File: config.mk
export PLATFORM = sky130hd
export DESIGN_NAME = alu_seq_flat
export DESIGN_NICKNAME = d
export VERILOG_FILES = /design/src/rtl/alu_seq_if.sv /design/src/rtl/alu_seq.sv /design/src/flat_wrapper.sv
export SDC_FILE = /design/constraint.sdc
export NUM_CORES = 1
export LEC_CHECK = 0
export BUFFER_PORTS_ARGS = -buffer_cell sky130_fd_sc_hd__buf_2
export CAP_MARGIN = 5
export CORE_MARGIN = 2
export CORE_UTILIZATION = 38
export CTS_CLUSTER_DIAMETER = 100
export DETAILED_ROUTE_END_ITERATION = 8
export PLACE_DENSITY = 0.66
export SYNTH_ARGS = -nofsm -noshare
export SYNTH_HDL_FRONTEND = slang
export SYNTH_SLANG_ARGS = --single-unit
export TNS_END_PERCENT = 50
File: constraint.sdc
create_clock -name clk -period 2.6 [get_ports clk]
set_input_delay 0 -clock clk [delete_from_list [all_inputs] [get_ports clk]]
set_output_delay 0 -clock clk [all_outputs]
set_load 0.005 [all_outputs]
File: src/rtl/alu_seq_if.sv
// Operation request / result bus between the controller FSM and alu_seq.
// master = controller side, slave = ALU side.
interface alu_seq_if #(
  parameter int WIDTH = 8
);
  logic             start;
  logic [2:0]       opcode;
  logic [WIDTH-1:0] accum;
  logic [WIDTH-1:0] data;
  logic [WIDTH-1:0] alu_out;
  logic [WIDTH-1:0] alu_out_hi;
  logic             busy;
  logic             done;
  logic             zero;
  logic             neg;
  logic             carry;
  logic             ovf;
  logic             dz;

  modport master (
    output start, opcode, accum, data,
    input  alu_out, alu_out_hi, busy, done, zero, neg, carry, ovf, dz
  );

  modport slave (
    input  start, opcode, accum, data,
    output alu_out, alu_out_hi, busy, done, zero, neg, carry, ovf, dz
  );
endinterface

File: src/rtl/alu_seq.sv
// Parametrised sequential ALU: single-cycle arithmetic/logic ops plus
// multi-cycle unsigned shift-add multiply and restoring divide.
module alu_seq #(
  parameter int WIDTH = 8
) (
  input  logic     clk,
  input  logic     reset_n,
  alu_seq_if.slave bus
);

  localparam int CW = $clog2(WIDTH + 1);
  localparam logic [WIDTH-1:0] ONE = {{(WIDTH-1){1'b0}}, 1'b1};

  typedef enum logic [2:0] {
    OP_PASS = 3'b000,
    OP_ADD  = 3'b001,
    OP_SUB  = 3'b010,
    OP_AND  = 3'b011,
    OP_XOR  = 3'b100,
    OP_ABS  = 3'b101,
    OP_MUL  = 3'b110,
    OP_DIV  = 3'b111
  } op_e;

  typedef enum logic {
    S_IDLE,
    S_RUN
  } state_e;

  state_e           state;
  op_e              op_q;
  logic [WIDTH-1:0] a_q;
  logic [WIDTH-1:0] b_q;
  logic [WIDTH-1:0] hi_q;
  logic [WIDTH-1:0] lo_q;
  logic [CW-1:0]    cnt;

  logic [WIDTH-1:0] out_lo;
  logic [WIDTH-1:0] out_hi;
  logic             busy_q;
  logic             done_q;
  logic             zero_q;
  logic             neg_q;
  logic             carry_q;
  logic             ovf_q;
  logic             dz_q;

  op_e              op_in;
  logic             multi_in;
  logic [WIDTH:0]   add_full;
  logic [WIDTH:0]   sub_full;
  logic [WIDTH-1:0] abs_a;
  logic [WIDTH-1:0] sc_lo;
  logic [WIDTH-1:0] sc_hi;
  logic             sc_c;
  logic             sc_v;
  logic             sc_dz;

  logic [WIDTH:0]   mul_sum;
  logic [WIDTH:0]   div_shift;
  logic [WIDTH-1:0] div_diff;
  logic             div_ge;
  logic [WIDTH-1:0] step_hi;
  logic [WIDTH-1:0] step_lo;

  logic             accept;
  logic             last;
  logic             wr;
  logic [WIDTH-1:0] fin_lo;
  logic [WIDTH-1:0] fin_hi;
  logic             fin_c;
  logic             fin_v;
  logic             fin_dz;

  assign op_in    = op_e'(bus.opcode);
  // DIV by zero is resolved at acceptance and never enters RUN
  assign multi_in = (op_in == OP_MUL) || ((op_in == OP_DIV) && (bus.data != '0));

  // Results for ops that complete at the accepting edge
  always_comb begin
    add_full = {1'b0, bus.accum} + {1'b0, bus.data};
    sub_full = {1'b0, bus.accum} - {1'b0, bus.data};
    abs_a    = bus.accum[WIDTH-1] ? ((~bus.accum) + ONE) : bus.accum;
    sc_lo    = '0;
    sc_hi    = '0;
    sc_c     = 1'b0;
    sc_v     = 1'b0;
    sc_dz    = 1'b0;
    case (op_in)
      OP_PASS: sc_lo = bus.accum;
      OP_ADD: begin
        sc_lo = add_full[WIDTH-1:0];
        sc_c  = add_full[WIDTH];
        sc_v  = (bus.accum[WIDTH-1] == bus.data[WIDTH-1]) &&
                (add_full[WIDTH-1] != bus.accum[WIDTH-1]);
      end
      OP_SUB: begin
        sc_lo = sub_full[WIDTH-1:0];
        sc_c  = sub_full[WIDTH];
        sc_v  = (bus.accum[WIDTH-1] != bus.data[WIDTH-1]) &&
                (sub_full[WIDTH-1] != bus.accum[WIDTH-1]);
      end
      OP_AND:  sc_lo = bus.accum & bus.data;
      OP_XOR:  sc_lo = bus.accum ^ bus.data;
      OP_ABS: begin
        sc_lo = abs_a;
        sc_v  = bus.accum[WIDTH-1] && (bus.accum[WIDTH-2:0] == '0);
      end
      OP_DIV: begin
        sc_lo = '1;
        sc_hi = bus.accum;
        sc_dz = 1'b1;
      end
      default: ;
    endcase
  end

  // One iteration; hi_q/lo_q are {partial, multiplier} for MUL and
  // {remainder, dividend/quotient} for DIV
  always_comb begin
    mul_sum   = {1'b0, hi_q} + (lo_q[0] ? {1'b0, a_q} : '0);
    div_shift = {hi_q, lo_q[WIDTH-1]};
    div_ge    = (div_shift >= {1'b0, b_q});
    div_diff  = div_shift[WIDTH-1:0] - b_q;
    if (op_q == OP_MUL) begin
      step_hi = mul_sum[WIDTH:1];
      step_lo = {mul_sum[0], lo_q[WIDTH-1:1]};
    end else begin
      step_hi = div_ge ? div_diff : div_shift[WIDTH-1:0];
      step_lo = {lo_q[WIDTH-2:0], div_ge};
    end
  end

  always_comb begin
    accept = (state == S_IDLE) && bus.start;
    last   = (state == S_RUN) && (cnt == CW'(1));
    wr     = (accept && !multi_in) || last;
    if (state == S_RUN) begin
      fin_lo = step_lo;
      fin_hi = step_hi;
      fin_c  = (op_q == OP_MUL) && (step_hi != '0);
      fin_v  = 1'b0;
      fin_dz = 1'b0;
    end else begin
      fin_lo = sc_lo;
      fin_hi = sc_hi;
      fin_c  = sc_c;
      fin_v  = sc_v;
      fin_dz = sc_dz;
    end
  end

  always_ff @(posedge clk or negedge reset_n) begin
    if (!reset_n) begin
      state   <= S_IDLE;
      op_q    <= OP_PASS;
      a_q     <= '0;
      b_q     <= '0;
      hi_q    <= '0;
      lo_q    <= '0;
      cnt     <= '0;
      out_lo  <= '0;
      out_hi  <= '0;
      busy_q  <= 1'b0;
      done_q  <= 1'b0;
      zero_q  <= 1'b1;
      neg_q   <= 1'b0;
      carry_q <= 1'b0;
      ovf_q   <= 1'b0;
      dz_q    <= 1'b0;
    end else begin
      done_q <= 1'b0;
      if (wr) begin
        out_lo  <= fin_lo;
        out_hi  <= fin_hi;
        zero_q  <= (fin_lo == '0);
        neg_q   <= fin_lo[WIDTH-1];
        carry_q <= fin_c;
        ovf_q   <= fin_v;
        dz_q    <= fin_dz;
        done_q  <= 1'b1;
      end
      case (state)
        S_IDLE: begin
          if (accept && multi_in) begin
            state  <= S_RUN;
            busy_q <= 1'b1;
            op_q   <= op_in;
            a_q    <= bus.accum;
            b_q    <= bus.data;
            hi_q   <= '0;
            lo_q   <= (op_in == OP_MUL) ? bus.data : bus.accum;
            cnt    <= CW'(WIDTH);
          end
        end
        S_RUN: begin
          hi_q <= step_hi;
          lo_q <= step_lo;
          cnt  <= cnt - CW'(1);
          if (last) begin
            state  <= S_IDLE;
            busy_q <= 1'b0;
          end
        end
        default: state <= S_IDLE;
      endcase
    end
  end

  assign bus.alu_out    = out_lo;
  assign bus.alu_out_hi = out_hi;
  assign bus.busy       = busy_q;
  assign bus.done       = done_q;
  assign bus.zero       = zero_q;
  assign bus.neg        = neg_q;
  assign bus.carry      = carry_q;
  assign bus.ovf        = ovf_q;
  assign bus.dz         = dz_q;

endmodule

File: src/flat_wrapper.sv
// flat-port wrapper written by rule: the top's interface ports become plain ports
module alu_seq_flat 
#(
  parameter int WIDTH = 8
)
  (clk, reset_n, bus_start, bus_opcode, bus_accum, bus_data, bus_alu_out, bus_alu_out_hi, bus_busy, bus_done, bus_zero, bus_neg, bus_carry, bus_ovf, bus_dz);
  alu_seq_if #(.WIDTH(WIDTH)) bus_i ();
  input  logic clk;
  input  logic reset_n;
  input wire logic [$bits(bus_i.start)-1:0] bus_start;
  input wire logic [$bits(bus_i.opcode)-1:0] bus_opcode;
  input wire logic [$bits(bus_i.accum)-1:0] bus_accum;
  input wire logic [$bits(bus_i.data)-1:0] bus_data;
  output wire logic [$bits(bus_i.alu_out)-1:0] bus_alu_out;
  output wire logic [$bits(bus_i.alu_out_hi)-1:0] bus_alu_out_hi;
  output wire logic [$bits(bus_i.busy)-1:0] bus_busy;
  output wire logic [$bits(bus_i.done)-1:0] bus_done;
  output wire logic [$bits(bus_i.zero)-1:0] bus_zero;
  output wire logic [$bits(bus_i.neg)-1:0] bus_neg;
  output wire logic [$bits(bus_i.carry)-1:0] bus_carry;
  output wire logic [$bits(bus_i.ovf)-1:0] bus_ovf;
  output wire logic [$bits(bus_i.dz)-1:0] bus_dz;
  assign bus_i.start = bus_start;
  assign bus_i.opcode = bus_opcode;
  assign bus_i.accum = bus_accum;
  assign bus_i.data = bus_data;
  assign bus_alu_out = bus_i.alu_out;
  assign bus_alu_out_hi = bus_i.alu_out_hi;
  assign bus_busy = bus_i.busy;
  assign bus_done = bus_i.done;
  assign bus_zero = bus_i.zero;
  assign bus_neg = bus_i.neg;
  assign bus_carry = bus_i.carry;
  assign bus_ovf = bus_i.ovf;
  assign bus_dz = bus_i.dz;
  alu_seq #(.WIDTH(WIDTH)) u_core (.clk(clk), .reset_n(reset_n), .bus(bus_i));
endmodule
==> flow_metrics.env, run 1 <==
export IMPL_rows=42
export IMPL_p_per_area_nw_per_um2=1260
export IMPL_grt_pass1_wl_mm=25.6
export IMPL_cp_data_required_time_ns=2.85
export IMPL_r2r_start="u_core.hi_q[5]$_DFFE_PN0P_"
export IMPL_antenna_found_initial=0
export IMPL_critPathLaunch="u_core.hi_q[5]$_DFFE_PN0P_"
export IMPL_crit_type="reg2reg"
export IMPL_switching_share=0.448
export IMPL_drt_initial_drc_count=346
export IMPL_io_pins=45
export IMPL_power_frac_seq=0.221
export IMPL_vias=4839
export IMPL_yosys_area_top_type="dfrtp_1"
export IMPL_yosys_warnings=0
export IMPL_overflow=0
export IMPL_async_reset_ff_frac=1.00
export IMPL_io_buffers=44
export IMPL_cts_buffers=9
export IMPL_worst_pin_slew_ns=0.577
export IMPL_synth_seq_area_share=0.306
export IMPL_fin_tns_setup_ns=0
export IMPL_clock_sinks=62
export IMPL_drive_gt1_frac=0.202
export IMPL_holdWs_ns=0.0108
export IMPL_area_delta_synth_final_pct=19.8
export IMPL_critPathSlowestCell="o311ai_0"
export IMPL_finalMaxSlewViolations=0
export IMPL_die_h_microns=120
export IMPL_nets=745
export IMPL_synth_top_area_share=0.301
export IMPL_grt_max_degree=44
export IMPL_syn_area_sq_um=5070
export IMPL_ys_types=71
export IMPL_fin_util=0.462
export IMPL_final_cells=864
export IMPL_drv_cap=0
export IMPL_ir_worst_vdd_mv=0.864
export IMPL_crit_fanout=8
export IMPL_grt_pass1_vias=4793
export IMPL_cts_root_buf="clkbuf_16"
export IMPL_min_period_ns=2.59
export IMPL_min_period_over_period=0.996
export IMPL_ys_seq_elements=62
export IMPL_hp_start="bus_data[5]"
export IMPL_clock_fmax_ghz=0.386
export IMPL_die_x_microns=120
export IMPL_hpwl_mm=12.3
export IMPL_internal_power_mw=4.24
export IMPL_p_total_mw=7.68
export IMPL_dieArea_sq_um=14300
export IMPL_start_kind="register"
export IMPL_rsz0062_at_grt="yes"
export IMPL_grtUsageTotal=0.229
export IMPL_cts_tree="done"
export IMPL_synth_top_cells_by_area="dfrtp_1 30%, ha_1 8.9%, nand2_1 6.2%, nor2_1 4.6%, o21ai_0 4.5%"
export IMPL_hold_viol_final=0
export IMPL_outcome="completed"
export IMPL_core_region_area_sq_um=13100
export IMPL_crit_arrival_ns=2.84
export IMPL_diodes=0
export IMPL_clk_pin_slew_ns=0.06
export IMPL_cp_end_kind="register"
export IMPL_clk_path_buf_depth=2
export IMPL_hold_class="in2reg"
export IMPL_slowest_delay_ns=0.52
export IMPL_routed_wirelength_mm=15.9
export IMPL_switchingPower_mw=3.45
export IMPL_power_share_clock=0.156
export IMPL_path_cells="ha_1, a21o_1, a211oi_4, nand2_2, and3b_1, o311ai_0, nor4_2, a31oi_1"
export IMPL_worstSkewPairLatency_ns=0.33
export IMPL_route_antenna_remaining_nets=0
export IMPL_finClkSkew_ns=0.00901
export IMPL_place_inst=846
export IMPL_syn_area_per_cell_sq_um=8.15
export IMPL_htreeDepth=3
export IMPL_synth_edf_count=0
export IMPL_pwr_share_comb=0.624
export IMPL_p_leak_nw=2.83
export IMPL_start_util=0.386
export IMPL_ys_flop_type="dfrtp_1"
export IMPL_max_slew_margin=0.614
export IMPL_final_setup_viol_count=0
export IMPL_drt_pass1_iter_count=4
export IMPL_wire_per_inst_microns=18.4
export IMPL_post_synth_inst_count=622
export IMPL_vias_per_cell=5.60
export IMPL_syn_nets=684
export IMPL_gp_congestion=0.973
export IMPL_post_route_drc_count=0
-- repair_timing --
item / CTS / global route
endpoints found under the setup margin: 5 / 6
gates resized for setup: 7 / 7
hold buffers: 1 / 0
pin swaps: 0 / 4
setup buffers: 0 / 1
gates cloned: 0 / 0
hold endpoints to repair: 21 / 0
-- final cells by class --
type,instances,area [sq um]
fill,1313,7060
multi-input combinational,493,3330
sequential,62,1550
timing repair buffer,87,558
clock buffer,9,225
tap,176,220
inverter,30,113
clock inverter,7,73.8
-- power by group through the flow --
| stage | Combinational, mW | Sequential (mW) | Clock, mW |
|---|---|---|---|
| floorplan | 2.98 | 1.68 | 0 |
| global placement | 4.47 | 1.68 | 0 |
| detailed placement | 4.53 | 1.70 | 0 |
| CTS | 4.64 | 1.69 | 1.22 |
| global route | 5.30 | 1.75 | 1.26 |
| finish | 4.79 | 1.70 | 1.19 |
-- critical path: cells and delay by family (launching register included) --
kind / cells / cell delay [ns]
simple gates: 3 / 0.52
compound gates: 4 / 1.25
fa+ha+maj: 1 / 0.36
flops: 1 / 0.39
-- sequential cells by signal (all words and copies together), names as in the netlist --
signal	count
u_core.bus.dz	1
u_core.hi_q	8
u_core.a_q	8
u_core.bus.neg	1
u_core.bus.zero	1
u_core.bus.carry	1
u_core.bus.busy	1
u_core.bus.alu_out_hi	8
u_core.bus.ovf	1
u_core.lo_q	8
u_core.cnt	4
u_core.bus.alu_out	7
u_core.b_q	8
u_core.op_q	3
u_core.bus.done	1
u_core.state	1
-- per-layer routing --
metal / up-vias / routed length [microns] / share of wire / track usage
met5: - / 0 / 0 / 0
met4: 0 / 487 / 0.031 / 0.0824
met3: 38 / 867 / 0.055 / 0.0352
met2: 151 / 7340 / 0.46 / 0.367
met1: 2319 / 7180 / 0.45 / 0.313
li1: 2331 / - / - / -
-- final timing paths --
kind	slack, ns	endpoint	depth (start not counted)
min in group asynchronous	0.16	u_core.hi_q[6]$_DFFE_PN0P_	2
worst min-delay path	0.01	u_core.b_q[5]$_DFFE_PN0P_	3
worst max register to register	0.01	u_core.bus.carry$_DFFE_PN0P_	8
worst min register to register	0.47	u_core.bus.alu_out[3]$_DFFE_PN0P_	2
worst max-delay path	0.01	u_core.bus.carry$_DFFE_PN0P_	8
max in group asynchronous	1.53	u_core.bus.zero$_DFFE_PN1P_	3
-- cells by family (layout without fill, tap and decap cells) --
logic type | count (synthesis) | count (layout) | synth area share
and+or+nand+nor | 228 | 228 | 0.211
DFF | 62 | 62 | 0.306
xor gates and xnor gates | 24 | 24 | 0.0414
buffers and inverters | 67 | 133 | 0.0528
adders and majority gates | 40 | 40 | 0.105
AOI/OAI and AO/OA | 176 | 176 | 0.232
muxes | 25 | 25 | 0.0520
-- layout by cell type (no fill, tap or decap), drive strengths merged, types with 10 or more instances in the layout --
cell    count
nor3       17
a21oi      33
a21o       14
inv        31
nor2       62
and2       11
xnor2      16
dfrtp      61
o211ai     10
mux2       11
nor2b      11
mux2i      14
ha         36
nand2      84
o21ai      46
buf        86
-- per-stage QoR --
| stage | setup WS (ns) | instance area (sq um) |
|---|---|---|
| 2_1_floorplan | 0.0368 | 5080 |
| 3_3_place_gp | -0.0398 | 5680 |
| 3_5_place_dp | -0.0701 | 5680 |
| 4_1_cts | 0.00349 | 6020 |
| 5_1_grt | -0.193 | 6070 |
| 6_report | 0.00973 | 6070 |
-- cells in the mapped netlist (all sizes together) (5+ instances only) --
| library cell | n |
|---|---|
| inv | 30 |
| mux2i | 14 |
| o211ai | 10 |
| a211oi | 8 |
| nor2 | 62 |
| clkbuf | 25 |
| o21ai | 46 |
| nor3 | 17 |
| a21oi | 33 |
| dfrtp | 61 |
| a22oi | 9 |
| ha | 36 |
| and2 | 11 |
| mux2 | 11 |
| nand3 | 9 |
| xor2 | 8 |
| a21o | 14 |
| buf | 12 |
| nor4 | 5 |
| a31oi | 8 |
| nor2b | 11 |
| nand2 | 84 |
| xnor2 | 16 |
| a221oi | 5 |
| nand2b | 8 |
No activity file was read; power rests on OpenSTA's default activity.
==> run 2: changes to the inputs <==
--- a/config.mk
+++ b/config.mk
@@ -11,7 +11,7 @@
 export CORE_UTILIZATION = 38
 export CTS_CLUSTER_DIAMETER = 100
 export DETAILED_ROUTE_END_ITERATION = 8
-export PLACE_DENSITY = 0.66
+export PLACE_DENSITY = 0.64
 export SYNTH_ARGS = -nofsm -noshare
 export SYNTH_HDL_FRONTEND = slang
 export SYNTH_SLANG_ARGS = --single-unit
==> constraint.sdc (replaced) <==
create_clock -name clk -period 2.7 [get_ports clk]
set_input_delay 0 -clock clk [delete_from_list [all_inputs] [get_ports clk]]
set_output_delay 0 -clock clk [all_outputs]
set_load 0.005 [all_outputs]
==> run 2 against run 1 <==
- global-route usage up 0.79 points
- cell area hardly changed
- flip-flop and latch count is the same
- via count increased by 0.89%
- maximum frequency shrank 2.8%
- non-clock buffer count shrank 4
- sequential power down 4%
- clock skew hardly changed
- power shrank 3.8%
- register-to-register slack better by 0.03 ns
- setup slack better by 0.027 ns
- combinational power is 6.1% lower
- largest cell class unchanged
==> flow_metrics.env, run 2 (synthesis results as in run 1) <==
export IMPL_outcome="completed"
export IMPL_nets=741
export IMPL_die_h_microns=120
export IMPL_io_pins=45
export IMPL_reg2reg_slack_ns=0.04
export IMPL_final_setup_viol_count=0
export IMPL_gp_congestion=0.960
export IMPL_io_buffers=44
export IMPL_start_kind="register"
export IMPL_core_region_area_sq_um=13100
export IMPL_drive_gt1_frac=0.200
export IMPL_route_antenna_remaining_nets=0
export IMPL_die_x_microns=120
export IMPL_crit_arrival_ns=2.87
export IMPL_crit_type="reg2reg"
export IMPL_overflow=0
export IMPL_drt_initial_drc_count=348
export IMPL_cts_root_buf="clkbuf_16"
export IMPL_grt_max_degree=30
export IMPL_vias=4882
export IMPL_htreeDepth=3
export IMPL_cts_tree="done"
export IMPL_clock_fmax_ghz=0.375
export IMPL_dieArea_sq_um=14300
export IMPL_min_period_ns=2.66
export IMPL_rsz0062_at_grt="yes"
export IMPL_final_cell_mix="83 x nand2_1, 61 x nor2_1, 61 x dfrtp_1"
export IMPL_vias_per_cell=5.68
export IMPL_diodes=0
export IMPL_grt_pass1_vias=4862
export IMPL_holdWs_ns=0.0300
export IMPL_drv_cap=0
export IMPL_wire_per_inst_microns=19.0
export IMPL_worst_pin_slew_ns=0.611
export IMPL_layout_commonest_cell="nand2_1"
export IMPL_hold_viol_final=0
export IMPL_clock_sinks=62
export IMPL_critPathLaunch="u_core.lo_q[0]$_DFFE_PN0P_"
export IMPL_r2r_end="u_core.bus.carry$_DFFE_PN0P_"
export IMPL_grtUsageTotal=0.236
export IMPL_area_delta_synth_final_pct=19.7
export IMPL_clk_path_buf_depth=2
export IMPL_grt_pass1_wl_mm=26.4
export IMPL_clk_pin_slew_ns=0.06
export IMPL_cts_buffers=9
export IMPL_postCtsSetupBuffers=0
export IMPL_p_leak_nw=2.82
export IMPL_cp_end_kind="register"
export IMPL_hpwl_mm=12.6
export IMPL_worstSkewPairLatency_ns=0.34
export IMPL_max_slew_margin=0.591
export IMPL_min_period_over_period=0.987
export IMPL_start_util=0.386
export IMPL_drt_pass1_iter_count=6
export IMPL_cp_data_required_time_ns=2.91
export IMPL_ir_worst_vdd_mv=0.771
export IMPL_finalMaxSlewViolations=0
export IMPL_antenna_found_initial=0
export IMPL_rows=42
export IMPL_hold_class="in2reg"
export IMPL_p_total_mw=7.39
export IMPL_routed_wirelength_mm=16.4
export IMPL_r2r_cells=11
export IMPL_endpoint="u_core.bus.carry$_DFFE_PN0P_"
export IMPL_p_per_area_nw_per_um2=1220
export IMPL_post_route_drc_count=0
export IMPL_finClkSkew_ns=0.00925
export IMPL_fin_util=0.462
export IMPL_r2r_start="u_core.lo_q[0]$_DFFE_PN0P_"
export IMPL_crit_fanout=9
run 2: area by class of cell:
class | count | area (sq um)
inverter | 30 | 113
clock inverter | 6 | 86.3
tap | 176 | 220
fill | 1333 | 7070
timing repair buffer | 83 | 526
sequential | 62 | 1550
multi-input combinational | 493 | 3340
clock buffer | 10 | 229
run 2: report_power, final:
part | switching [mW] | internal (mW)
logic | 2.60 | 1.90
clock network | 0.450 | 0.806
registers | 0.262 | 1.37
run 2: metal layers:
| metal | share of wire | GRT usage | vias to the layer above |
|---|---|---|---|
| met5 | 0 | 0 | - |
| met4 | 0.045 | 0.118 | 0 |
| met3 | 0.060 | 0.0461 | 59 |
| met2 | 0.45 | 0.368 | 183 |
| met1 | 0.44 | 0.314 | 2324 |
| li1 | - | - | 2316 |
run 2: worst min-delay path by stage:
stage / startpoint / endpoint / slack [ns] / depth (start not counted)
after floorplan: reset_n / u_core.a_q[0]$_DFFE_PN0P_ / -0.30 / 0
after global placement: reset_n / u_core.a_q[4]$_DFFE_PN0P_ / -0.04 / 1
after detailed placement: reset_n / u_core.a_q[4]$_DFFE_PN0P_ / -0.03 / 1
after CTS: bus_data[4] / u_core.b_q[4]$_DFFE_PN0P_ / 0.03 / 3
after global routing: bus_data[4] / u_core.b_q[4]$_DFFE_PN0P_ / 0.04 / 3
final: bus_data[4] / u_core.b_q[4]$_DFFE_PN0P_ / 0.03 / 3
run 2: repair_timing:
action                                  4_1_cts  5_1_grt
gates resized for setup                       3       17
pin swaps                                     0        3
endpoints found under the setup margin        1        9
hold endpoints to repair                     21        0
hold buffers                                  5        0
run 2: worst max-delay path: stages, from the launching register on:
cell and delay [ns]:
dfrtp_1 0.37, buf_4 0.17, and2_1 0.18, ha_1 0.30, a211oi_2 0.25, nor2_2 0.08, a21o_1 0.19, a21oi_2 0.16
xnor2_1 0.11, a2111o_1 0.45, nor4_2 0.16, a31oi_1 0.11
run 2: stage by stage:
step | cell area, sq um | setup TNS [ns] | instances | setup slack, ns
after detailed placement | 5610 | -0.0811 | 839 | -0.0811
after CTS | 5990 | 0 | 860 | 0.0103
after global routing | 6070 | -0.149 | 860 | -0.0984
after floorplan | 5070 | 0 | 622 | 0.0932
after global placement | 5610 | -0.0675 | 839 | -0.0675
final | 6070 | 0 | 860 | 0.0363
==> run 3: changes to the inputs <==
--- a/config.mk
+++ b/config.mk
@@ -5,13 +5,15 @@
 export SDC_FILE = /design/constraint.sdc
 export NUM_CORES = 1
 export LEC_CHECK = 0
-export BUFFER_PORTS_ARGS = -buffer_cell sky130_fd_sc_hd__buf_2
 export CAP_MARGIN = 5
+export CORE_ASPECT_RATIO = 0.7
 export CORE_MARGIN = 2
 export CORE_UTILIZATION = 38
 export CTS_CLUSTER_DIAMETER = 100
 export DETAILED_ROUTE_END_ITERATION = 8
-export PLACE_DENSITY = 0.64
+export DONT_BUFFER_PORTS = 1
+export PLACE_DENSITY = 0.61
+export SETUP_SLACK_MARGIN = 0.4
 export SYNTH_ARGS = -nofsm -noshare
 export SYNTH_HDL_FRONTEND = slang
 export SYNTH_SLANG_ARGS = --single-unit
==> run 3 against run 2 <==
- clock-buffer cell count is 1 higher
- clock power is 7% lower
- routed wire length is 4.6% higher
- combinational power is 12% higher
- sequential share of layout area is 0.53 points lower
- clock skew is 0.0026 ns lower
- first-iteration DRC count is 33% higher
- critical path type unchanged
- largest cell class unchanged
- largest power group unchanged
==> flow_metrics.env, run 3 (synthesis results as in run 1) <==
export IMPL_pwr_share_comb=0.632
export IMPL_drt_pass1_iter_count=5
export IMPL_internal_power_mw=4.39
export IMPL_grt_most_used_layer="met1"
export IMPL_io_pins=45
export IMPL_min_period_over_period=0.979
export IMPL_grt_max_degree=63
export IMPL_critPathLaunch="u_core.lo_q[0]$_DFFE_PN0P_"
export IMPL_drv_cap=0
export IMPL_vias=4905
export IMPL_cts_tree="done"
export IMPL_grt_pass1_wl_mm=26.4
export IMPL_stdcell_area_sq_um=6210
export IMPL_start_util=0.387
export IMPL_rows=35
export IMPL_diodes=0
export IMPL_htreeDepth=3
export IMPL_finalMaxSlewViolations=0
export IMPL_die_x_microns=142
export IMPL_final_setup_viol_count=0
export IMPL_hpwl_mm=12.4
export IMPL_power_share_clock=0.147
export IMPL_gp_congestion=0.930
export IMPL_worstSkewPairLatency_ns=0.34
export IMPL_max_slew_margin=0.524
export IMPL_io_buffers=0
export IMPL_met2_usage=0.334
export IMPL_holdWs_ns=0.0100
export IMPL_place_inst=778
export IMPL_layout_commonest_cell="nand2_1"
export IMPL_route_antenna_remaining_nets=0
export IMPL_p_per_area_nw_per_um2=1280
export IMPL_cp_end_kind="register"
export IMPL_final_cells=821
export IMPL_hold_class="in2reg"
export IMPL_fillCellCount=1250
export IMPL_global_route_usage_met3=0.0860
export IMPL_crit_type="reg2reg"
export IMPL_finClkSkew_ns=0.00667
export IMPL_clk_pin_slew_ns=0.06
export IMPL_clock_fmax_ghz=0.378
export IMPL_grtUsageTotal=0.243
export IMPL_r2r_start="u_core.lo_q[0]$_DFFE_PN0P_"
export IMPL_p_leak_nw=2.72
export IMPL_clk_path_buf_depth=2
export IMPL_clock_sinks=62
export IMPL_drt_initial_drc_count=464
export IMPL_hp_start="bus_data[7]"
export IMPL_outcome="completed"
export IMPL_ir_worst_vdd_mv=0.671
export IMPL_die_h_microns=101
export IMPL_switchingPower_mw=3.58
export IMPL_grt_pass1_vias=4710
export IMPL_cp_data_required_time_ns=2.91
export IMPL_crit_arrival_ns=2.85
export IMPL_min_period_ns=2.64
export IMPL_power_frac_seq=0.221
export IMPL_final_cell_mix="81 x nand2_1, 60 x nor2_1, 59 x dfrtp_1"
export IMPL_hold_viol_final=0
export IMPL_vias_per_cell=5.97
export IMPL_rsz0062_at_grt="yes"
export IMPL_placed_cell_area_sq_um=5400
export IMPL_wire_per_inst_microns=20.8
export IMPL_cts_buffers=9
export IMPL_core_region_area_sq_um=13100
export IMPL_grt_util_met1=0.365
export IMPL_antenna_found_initial=0
export IMPL_routed_wirelength_mm=17.1
export IMPL_crit_fanout=4
export IMPL_overflow=0
export IMPL_worst_pin_slew_ns=0.707
export IMPL_dieArea_sq_um=14300
export IMPL_switching_share=0.450
export IMPL_cts_root_buf="clkbuf_16"
export IMPL_area_delta_synth_final_pct=22.4
export IMPL_post_route_drc_count=0
export IMPL_drive_gt1_frac=0.188
export IMPL_start_kind="register"
export IMPL_nets=712
-- run 3: critical path, stage by stage, from the launching register on --
cell and delay (ns):
dfrtp_1 0.39, buf_4 0.15, and2_1 0.15, ha_1 0.25
a211oi_2 0.22, nor2_1 0.11, a21o_1 0.20, a21oi_2 0.18
xnor2_1 0.11, a2111o_1 0.42, nor4_2 0.22, a31oi_1 0.12
-- run 3: per-layer routing --
| metal | share of wire | wire length, microns | up-vias |
|---|---|---|---|
| met4 | 0.0090 | 154 | 0 |
| met2 | 0.41 | 6970 | 212 |
| li1 | - | - | 2267 |
| met3 | 0.097 | 1660 | 16 |
| met1 | 0.49 | 8320 | 2410 |
| met5 | 0 | 0 | - |
-- run 3: timing repair --
item,CTS,global route
setup endpoints to repair,10,16
pin swaps,6,16
endpoints found under the hold margin,90,0
gates cloned,0,0
hold buffers,19,0
setup buffers,3,5
resized for setup,5,52
-- run 3: stage by stage --
| step | power, mW | setup WS (ns) | setup TNS, ns | util |
|---|---|---|---|---|
| 2_1_floorplan | 4.60 | 0.197 | 0 | - |
| 3_3_place_gp | 5.77 | 0.127 | 0 | 0.412 |
| 3_5_place_dp | 5.85 | 0.0247 | 0 | 0.412 |
| 4_1_cts | 7.20 | 0.0936 | 0 | 0.454 |
| 5_1_grt | 8.52 | -0.0644 | -0.0910 | 0.474 |
| 6_report | 7.97 | 0.0561 | 0 | 0.474 |
-- run 3: cell type report --
class / instances / area [sq um] / area share
clock buffers: 11 / 243 / 0.0391
clock inverters: 5 / 57.6 / 0.00927
multi-input cells: 493 / 3550 / 0.571
flip-flops and latches: 62 / 1560 / 0.251
repair buffers: 54 / 487 / 0.0784
well taps: 166 / 208 / 0.0335
inverters: 30 / 113 / 0.0181
-- run 3: power groups by stage --
stage               clock (mW)  combinational (mW)  sequential, mW
finish                    1.17                5.04            1.76
global route              1.24                5.46            1.83
CTS                       1.18                4.29            1.73
detailed placement           0                4.11            1.74
global placement             0                4.04            1.73
floorplan                    0                2.97            1.63
-- run 3: final timing paths --
check                           cells after the start  slack, ns                           end
min in group asynchronous                           2       0.18     u_core.b_q[0]$_DFFE_PN0P_
max in group asynchronous                           2       2.18   u_core.bus.zero$_DFFE_PN1P_
worst max-delay path                               11       0.06  u_core.bus.carry$_DFFE_PN0P_
worst min register to register                      1       0.47    u_core.op_q[1]$_DFFE_PN0P_
worst min-delay path                                4       0.01    u_core.lo_q[7]$_DFFE_PN0P_
worst max register to register                     11       0.06  u_core.bus.carry$_DFFE_PN0P_
